==> src/rtl/demux_tdm_pkg.sv <==
// Shared encodings for the 1:4 TDM demultiplexer.
package demux_tdm_pkg;

    typedef enum logic {
        ST_HUNT   = 1'b0,
        ST_LOCKED = 1'b1
    } state_t;

    localparam logic [1:0] CH_A = 2'd0;
    localparam logic [1:0] CH_B = 2'd1;
    localparam logic [1:0] CH_C = 2'd2;
    localparam logic [1:0] CH_D = 2'd3;

endpackage

==> src/rtl/demultiplexer1_to_4_tdm_sat_counter.sv <==
// Saturating up-counter used for the framing-error tally.
module sat_counter #(
    parameter int W = 8
) (
    input  logic         i_clk,
    input  logic         i_reset,
    input  logic         i_inc,
    output logic [W-1:0] o_count
);

    logic [W-1:0] r_count;

    always_ff @(posedge i_clk) begin
        if (i_reset) begin
            r_count <= '0;
        end else if (i_inc && (r_count != {W{1'b1}})) begin
            r_count <= r_count + 1'b1;
        end
    end

    assign o_count = r_count;

endmodule

==> src/rtl/demultiplexer1_to_4_tdm.sv <==
// 1:4 sample demultiplexer: manual select routing or framed 4-slot TDM.
module demultiplexer1_to_4_tdm
    import demux_tdm_pkg::*;
#(
    parameter int W     = 1,
    parameter int ERR_W = 8
) (
    input  logic             i_clk,
    input  logic             i_reset,
    input  logic [W-1:0]     i_din,
    input  logic             i_din_valid,
    input  logic             i_frame_sync,
    input  logic             i_auto_mode,
    input  logic             i_s0,
    input  logic             i_s1,
    output logic [W-1:0]     o_a,
    output logic [W-1:0]     o_b,
    output logic [W-1:0]     o_c,
    output logic [W-1:0]     o_d,
    output logic [3:0]       o_ch_valid,
    output logic             o_locked,
    output logic             o_sync_err,
    output logic [ERR_W-1:0] o_err_count
);

    state_t       r_state;
    state_t       w_state_nxt;
    state_t       w_state_cur;
    logic [1:0]   r_slot;
    logic [1:0]   w_slot_nxt;
    logic [1:0]   w_slot_cur;
    logic         r_auto_q;
    logic         w_toggle;
    logic [W-1:0] r_ch [4];
    logic [W-1:0] w_ch_nxt [4];
    logic [W-1:0] r_sh [3];
    logic [W-1:0] w_sh_nxt [3];
    logic [3:0]   r_chv;
    logic [3:0]   w_chv_nxt;
    logic         r_err;
    logic         w_err_nxt;
    logic [1:0]   w_sel;

    assign w_sel    = {i_s1, i_s0};
    assign w_toggle = (i_auto_mode != r_auto_q);

    // A mode change makes this edge start from a clean hunt.
    assign w_state_cur = w_toggle ? ST_HUNT : r_state;
    assign w_slot_cur  = w_toggle ? CH_A : r_slot;

    always_comb begin
        w_state_nxt = r_state;
        w_slot_nxt  = r_slot;
        w_ch_nxt    = r_ch;
        w_sh_nxt    = r_sh;
        w_chv_nxt   = 4'b0000;
        w_err_nxt   = 1'b0;
        if (!i_auto_mode) begin
            w_state_nxt = ST_HUNT;
            w_slot_nxt  = CH_A;
            w_sh_nxt    = '{default: '0};
            if (i_din_valid) begin
                w_ch_nxt[w_sel] = i_din;
                w_chv_nxt       = 4'b0001 << w_sel;
            end
        end else begin
            if (w_toggle) begin
                w_state_nxt = ST_HUNT;
                w_slot_nxt  = CH_A;
                w_sh_nxt    = '{default: '0};
            end
            if (i_din_valid) begin
                if (w_state_cur == ST_HUNT) begin
                    if (i_frame_sync) begin
                        w_sh_nxt[0] = i_din;
                        w_slot_nxt  = CH_B;
                        w_state_nxt = ST_LOCKED;
                    end
                end else if (i_frame_sync) begin
                    w_err_nxt   = (w_slot_cur != CH_A);
                    w_sh_nxt[0] = i_din;
                    w_slot_nxt  = CH_B;
                end else begin
                    unique case (w_slot_cur)
                        CH_A: begin
                            w_err_nxt   = 1'b1;
                            w_state_nxt = ST_HUNT;
                        end
                        CH_B: begin
                            w_sh_nxt[1] = i_din;
                            w_slot_nxt  = CH_C;
                        end
                        CH_C: begin
                            w_sh_nxt[2] = i_din;
                            w_slot_nxt  = CH_D;
                        end
                        CH_D: begin
                            w_ch_nxt[0] = r_sh[0];
                            w_ch_nxt[1] = r_sh[1];
                            w_ch_nxt[2] = r_sh[2];
                            w_ch_nxt[3] = i_din;
                            w_chv_nxt   = 4'b1111;
                            w_slot_nxt  = CH_A;
                        end
                    endcase
                end
            end
        end
    end

    always_ff @(posedge i_clk) begin
        if (i_reset) begin
            r_state  <= ST_HUNT;
            r_slot   <= CH_A;
            r_auto_q <= 1'b0;
            r_ch     <= '{default: '0};
            r_sh     <= '{default: '0};
            r_chv    <= 4'b0000;
            r_err    <= 1'b0;
        end else begin
            r_state  <= w_state_nxt;
            r_slot   <= w_slot_nxt;
            r_auto_q <= i_auto_mode;
            r_ch     <= w_ch_nxt;
            r_sh     <= w_sh_nxt;
            r_chv    <= w_chv_nxt;
            r_err    <= w_err_nxt;
        end
    end

    sat_counter #(
        .W (ERR_W)
    ) u_err_cnt (
        .i_clk   (i_clk),
        .i_reset (i_reset),
        .i_inc   (w_err_nxt),
        .o_count (o_err_count)
    );

    assign o_a        = r_ch[0];
    assign o_b        = r_ch[1];
    assign o_c        = r_ch[2];
    assign o_d        = r_ch[3];
    assign o_ch_valid = r_chv;
    assign o_locked   = (r_state == ST_LOCKED);
    assign o_sync_err = r_err;

endmodule

==> config.mk <==
export PLATFORM = sky130hd
export DESIGN_NAME = demultiplexer1_to_4_tdm
export DESIGN_NICKNAME = d
export VERILOG_FILES = /design/src/rtl/demux_tdm_pkg.sv /design/src/rtl/demultiplexer1_to_4_tdm_sat_counter.sv /design/src/rtl/demultiplexer1_to_4_tdm.sv
export SDC_FILE = /design/constraint.sdc
export NUM_CORES = 1
export LEC_CHECK = 0
export BUFFER_PORTS_ARGS = -buffer_cell sky130_fd_sc_hd__buf_4
export CORE_MARGIN = 4
export CORE_UTILIZATION = 35
export DETAILED_ROUTE_END_ITERATION = 8
export HOLD_SLACK_MARGIN = 0.03
export RECOVER_POWER = 50
export SYNTH_ARGS = -nofsm -noshare
export SYNTH_HDL_FRONTEND = slang
export SYNTH_SLANG_ARGS = --single-unit
==> constraint.sdc <==
create_clock -name i_clk -period 7.9 [get_ports i_clk]
set_input_delay 1.58 -clock i_clk [delete_from_list [all_inputs] [get_ports i_clk]]
set_output_delay 1.58 -clock i_clk [all_outputs]
set_load 0.02 [all_outputs]
==> flow_metrics.py <==
metrics = {
    "timing": {
        "worst_slew_pin_slew_ps": 677,
        "report.final.setup_viol": 0,
        "max_clock_freq_mhz": 273,
        "rsz0062_at_grt": "no",
        "setup-tns-final_ps": 0,
        "fin_crit_sh_pct": 46.4,
        "min_period_ps": 3670,
        "finalClockSkew_ps": 6.38,
        "slew_headroom_pct": 54.8,
        "report.final.slew_viol_count": 0,
        "hold_viol": 0,
    },
    "placed_design": {
        "dp.cells": 194,
        "io_buffers": 25,
        "gp_congestion": 0.900,
        "place_hpwl_um": 1930,
        "placed_area_um2": 1340,
    },
    "detailed_routing": {
        "drt_iter0_drc": 62,
        "post_drt_wl_per_cell_um": 12.9,
        "via_per_inst": 5.20,
        "detail_route.wirelength_um": 2550,
        "drt.antenna.violating_nets": 0,
        "drc_errors": 0,
        "vias": 1030,
        "dr.pass1.iters": 4,
    },
    "grt": {
        "gr-total-overflow": 0,
        "antenna_found_initial": 0,
        "grt_max_degree": 16,
        "first_global_vias": 952,
        "track_usage_pct": 13.1,
        "grt_pass1_wl_um": 4340,
    },
    "floorplanning": {
        "rows": 20,
        "die-area_um2": 4170,
        "start_util_pct": 36.7,
        "io-pin-count": 26,
        "die_y_um": 64.6,
        "die_w_um": 64.6,
        "core_area_um2": 3050,
    },
    "clocking": {
        "path_clk_slew_ps": 130,
        "clock_path_buffers": 2,
        "cts_buffers": 3,
        "cts_resized": 0,
        "post_cts_buffers": 0,
        "htreeDepth": 1,
        "clockRootBuffer": "clkbuf_4",
        "cts_tree": "yes",
        "clk_latency_ps": 310,
        "cts_hold_buffers": 0,
        "clkSinkCount": 24,
    },
    "yosys": {
        "synth.most_common_cell": "dfxtp_1",
        "synth_mux_area_share_pct": 4.69,
        "ys_seq_area_share_pct": 42.9,
        "synth_compound_area_share_pct": 17.5,
        "synth_top_family_by_area": "simple AND/OR/NAND/NOR gates",
        "synth_common_cells": "dfxtp_1 (24), nand2_1 (14), a21oi_1 (11), nor2_1 (10), nand3_1 (8)",
        "synth_adder_area_share_pct": 3.35,
        "syn-instance-count": 128,
        "synth_area_per_cell_um2": 8.75,
        "syn-cell-area_um2": 1120,
        "synthArstFlopShare_pct": 0,
        "synth_nets": 139,
        "yosys.cell_types.count": 34,
        "synth_area_leaders": "dfxtp_1 (43%), a21oi_1 (4.9%), nand2_1 (4.7%)",
        "synth_enable_flop_cells": 0,
        "synth_top_area_share_pct": 42.9,
        "yosys_warnings": 0,
        "ys.flop_type": "dfxtp_1",
        "yosys.area.top_type": "dfxtp_1",
        "synth-simple-area-share_pct": 26.7,
        "synthXorXnorAreaFrac_pct": 0.782,
        "synth.ff_latch_count": 24,
    },
    "min_path": {
        "min_from": "o_c",
        "hp-class": "flip-flop to flip-flop",
    },
    "critical_path": {
        "slowest_stage": "xnor2_1",
        "cpPeakStageDelay_ps": 510,
        "cp_max_fo": 11,
        "critPathKind": "input port to flip-flop",
        "critical_path.startpoint": "i_auto_mode",
        "cp-start-kind": "input port",
        "r2r-start": "r_auto_q",
        "cp.required_ps": 8150,
        "critPathArrivalTime_ps": 3920,
        "endpoint_kind": "flip-flop",
        "crit_top_cell": "ha_1",
        "cp_cell_sequence": "buf_4 -> xnor2_1 -> nand2_1 -> ha_1 -> ha_1 -> or3b_4 -> or4_1 -> a21oi_1",
    },
    "final_layout": {
        "antenna_cells": 0,
        "fin_cells": 198,
        "design_area_um2": 1320,
        "drive_gt1_share_pct": 13.0,
        "nets": 166,
        "syn_to_final_growth_pct": 17.9,
        "n_fill_cell": 348,
    },
    "power": {
        "powerDensity_nw_per_um2": 156,
        "ir_drop_mv": 0.0560,
        "p_leak_nw": 0.460,
    },
    "status": {
        "status": "completed",
    },
    "job": {
        "drv_cap": 0,
    },
}
-- through the flow --
stage	power, mW	util [%]	hold slack [ps]	setup slack, ps
CTS	0.212	45.2	496	4270
global route	0.215	43.2	528	4080
floorplan	0.137	-	448	4140
global placement	0.145	44.0	477	3990
finish	0.206	43.2	492	4230
detailed placement	0.145	44.0	477	3930
-- cell families (layout without fill, tap and decap cells) --
logic type      after synthesis  count (layout)
compound gates               30              30
xor+xnor                      1               1
fa+ha+maj                     3               3
buf+inv                      10              36
flops                        24              24
mux                           5               5
simple gates                 55              55
-- sequential cells by signal (all words and copies together) (netlist names) --
signal             flops
r_slot                 2
o_a                    1
o_sync_err             1
o_d                    1
o_c                    1
o_locked               1
o_b                    1
u_err_cnt.o_count      8
o_ch_valid             4
r_sh                   3
r_auto_q               1
-- cells in the final DEF, fill, tap and decap left out, types with 2 or more instances in the layout --
cell type  count
clkbuf_4       3
a21oi_1       11
and4bb_2       2
or4_1          2
clkbuf_1      16
o31ai_1        2
a31oi_1        3
a32oi_1        3
or3_1          3
and4_1         2
ha_1           3
mux2_2         2
nand4_1        5
nor3_1         2
mux2i_1        3
nand2_1       14
nand3_1        8
o41ai_1        3
buf_4          9
nor2b_1        2
nor2_1        10
o21ai_0        3
dfxtp_1       24
inv_1          7
-- layer usage --
layer	vias to the layer above	wire length, um	track usage [%]
li1	531	-	-
met1	468	1210	17.9
met2	29	1160	19.8
met3	2	166	2.25
met4	0	21	6.33
met5	-	0	0
-- worst max-delay path, delay by kind of cell --
kind | cells | cell delay (ps)
AOI/OAI and AO/OA | 1 | 140
xor gates and xnor gates | 1 | 510
adders and majority gates | 2 | 520
buffers and inverters | 1 | 150
and+or+nand+nor | 3 | 1010
-- cell type report --
class                           count  area (um2)  area share (%)
Sequential cell                    24         480            36.4
Clock buffer                        4        36.3            2.75
Timing Repair Buffer               25         128            9.67
Multi-Input combinational cell     94         594            45.0
Tap cell                           44        55.1            4.17
Inverter                            7        26.3            1.99
-- power by group --
| group | switching, mW | leakage [nW] | internal, mW |
|---|---|---|---|
| combinational | 0.0118 | 0.245 | 0.00585 |
| clock | 0.0367 | 0.0210 | 0.0282 |
| sequential | 0.00113 | 0.194 | 0.123 |
| total | 0.0496 | 0.460 | 0.157 |
-- final timing paths --
check | to | slack (ps) | cells past startpoint
worst max-delay path | u_err_cnt.o_count[5] | 4230 | 8
worst min-delay path | o_c | 490 | 2
worst max register to register | u_err_cnt.o_count[5] | 5310 | 7
worst min register to register | o_c | 490 | 2
No activity file was read; power rests on OpenSTA's default activity.
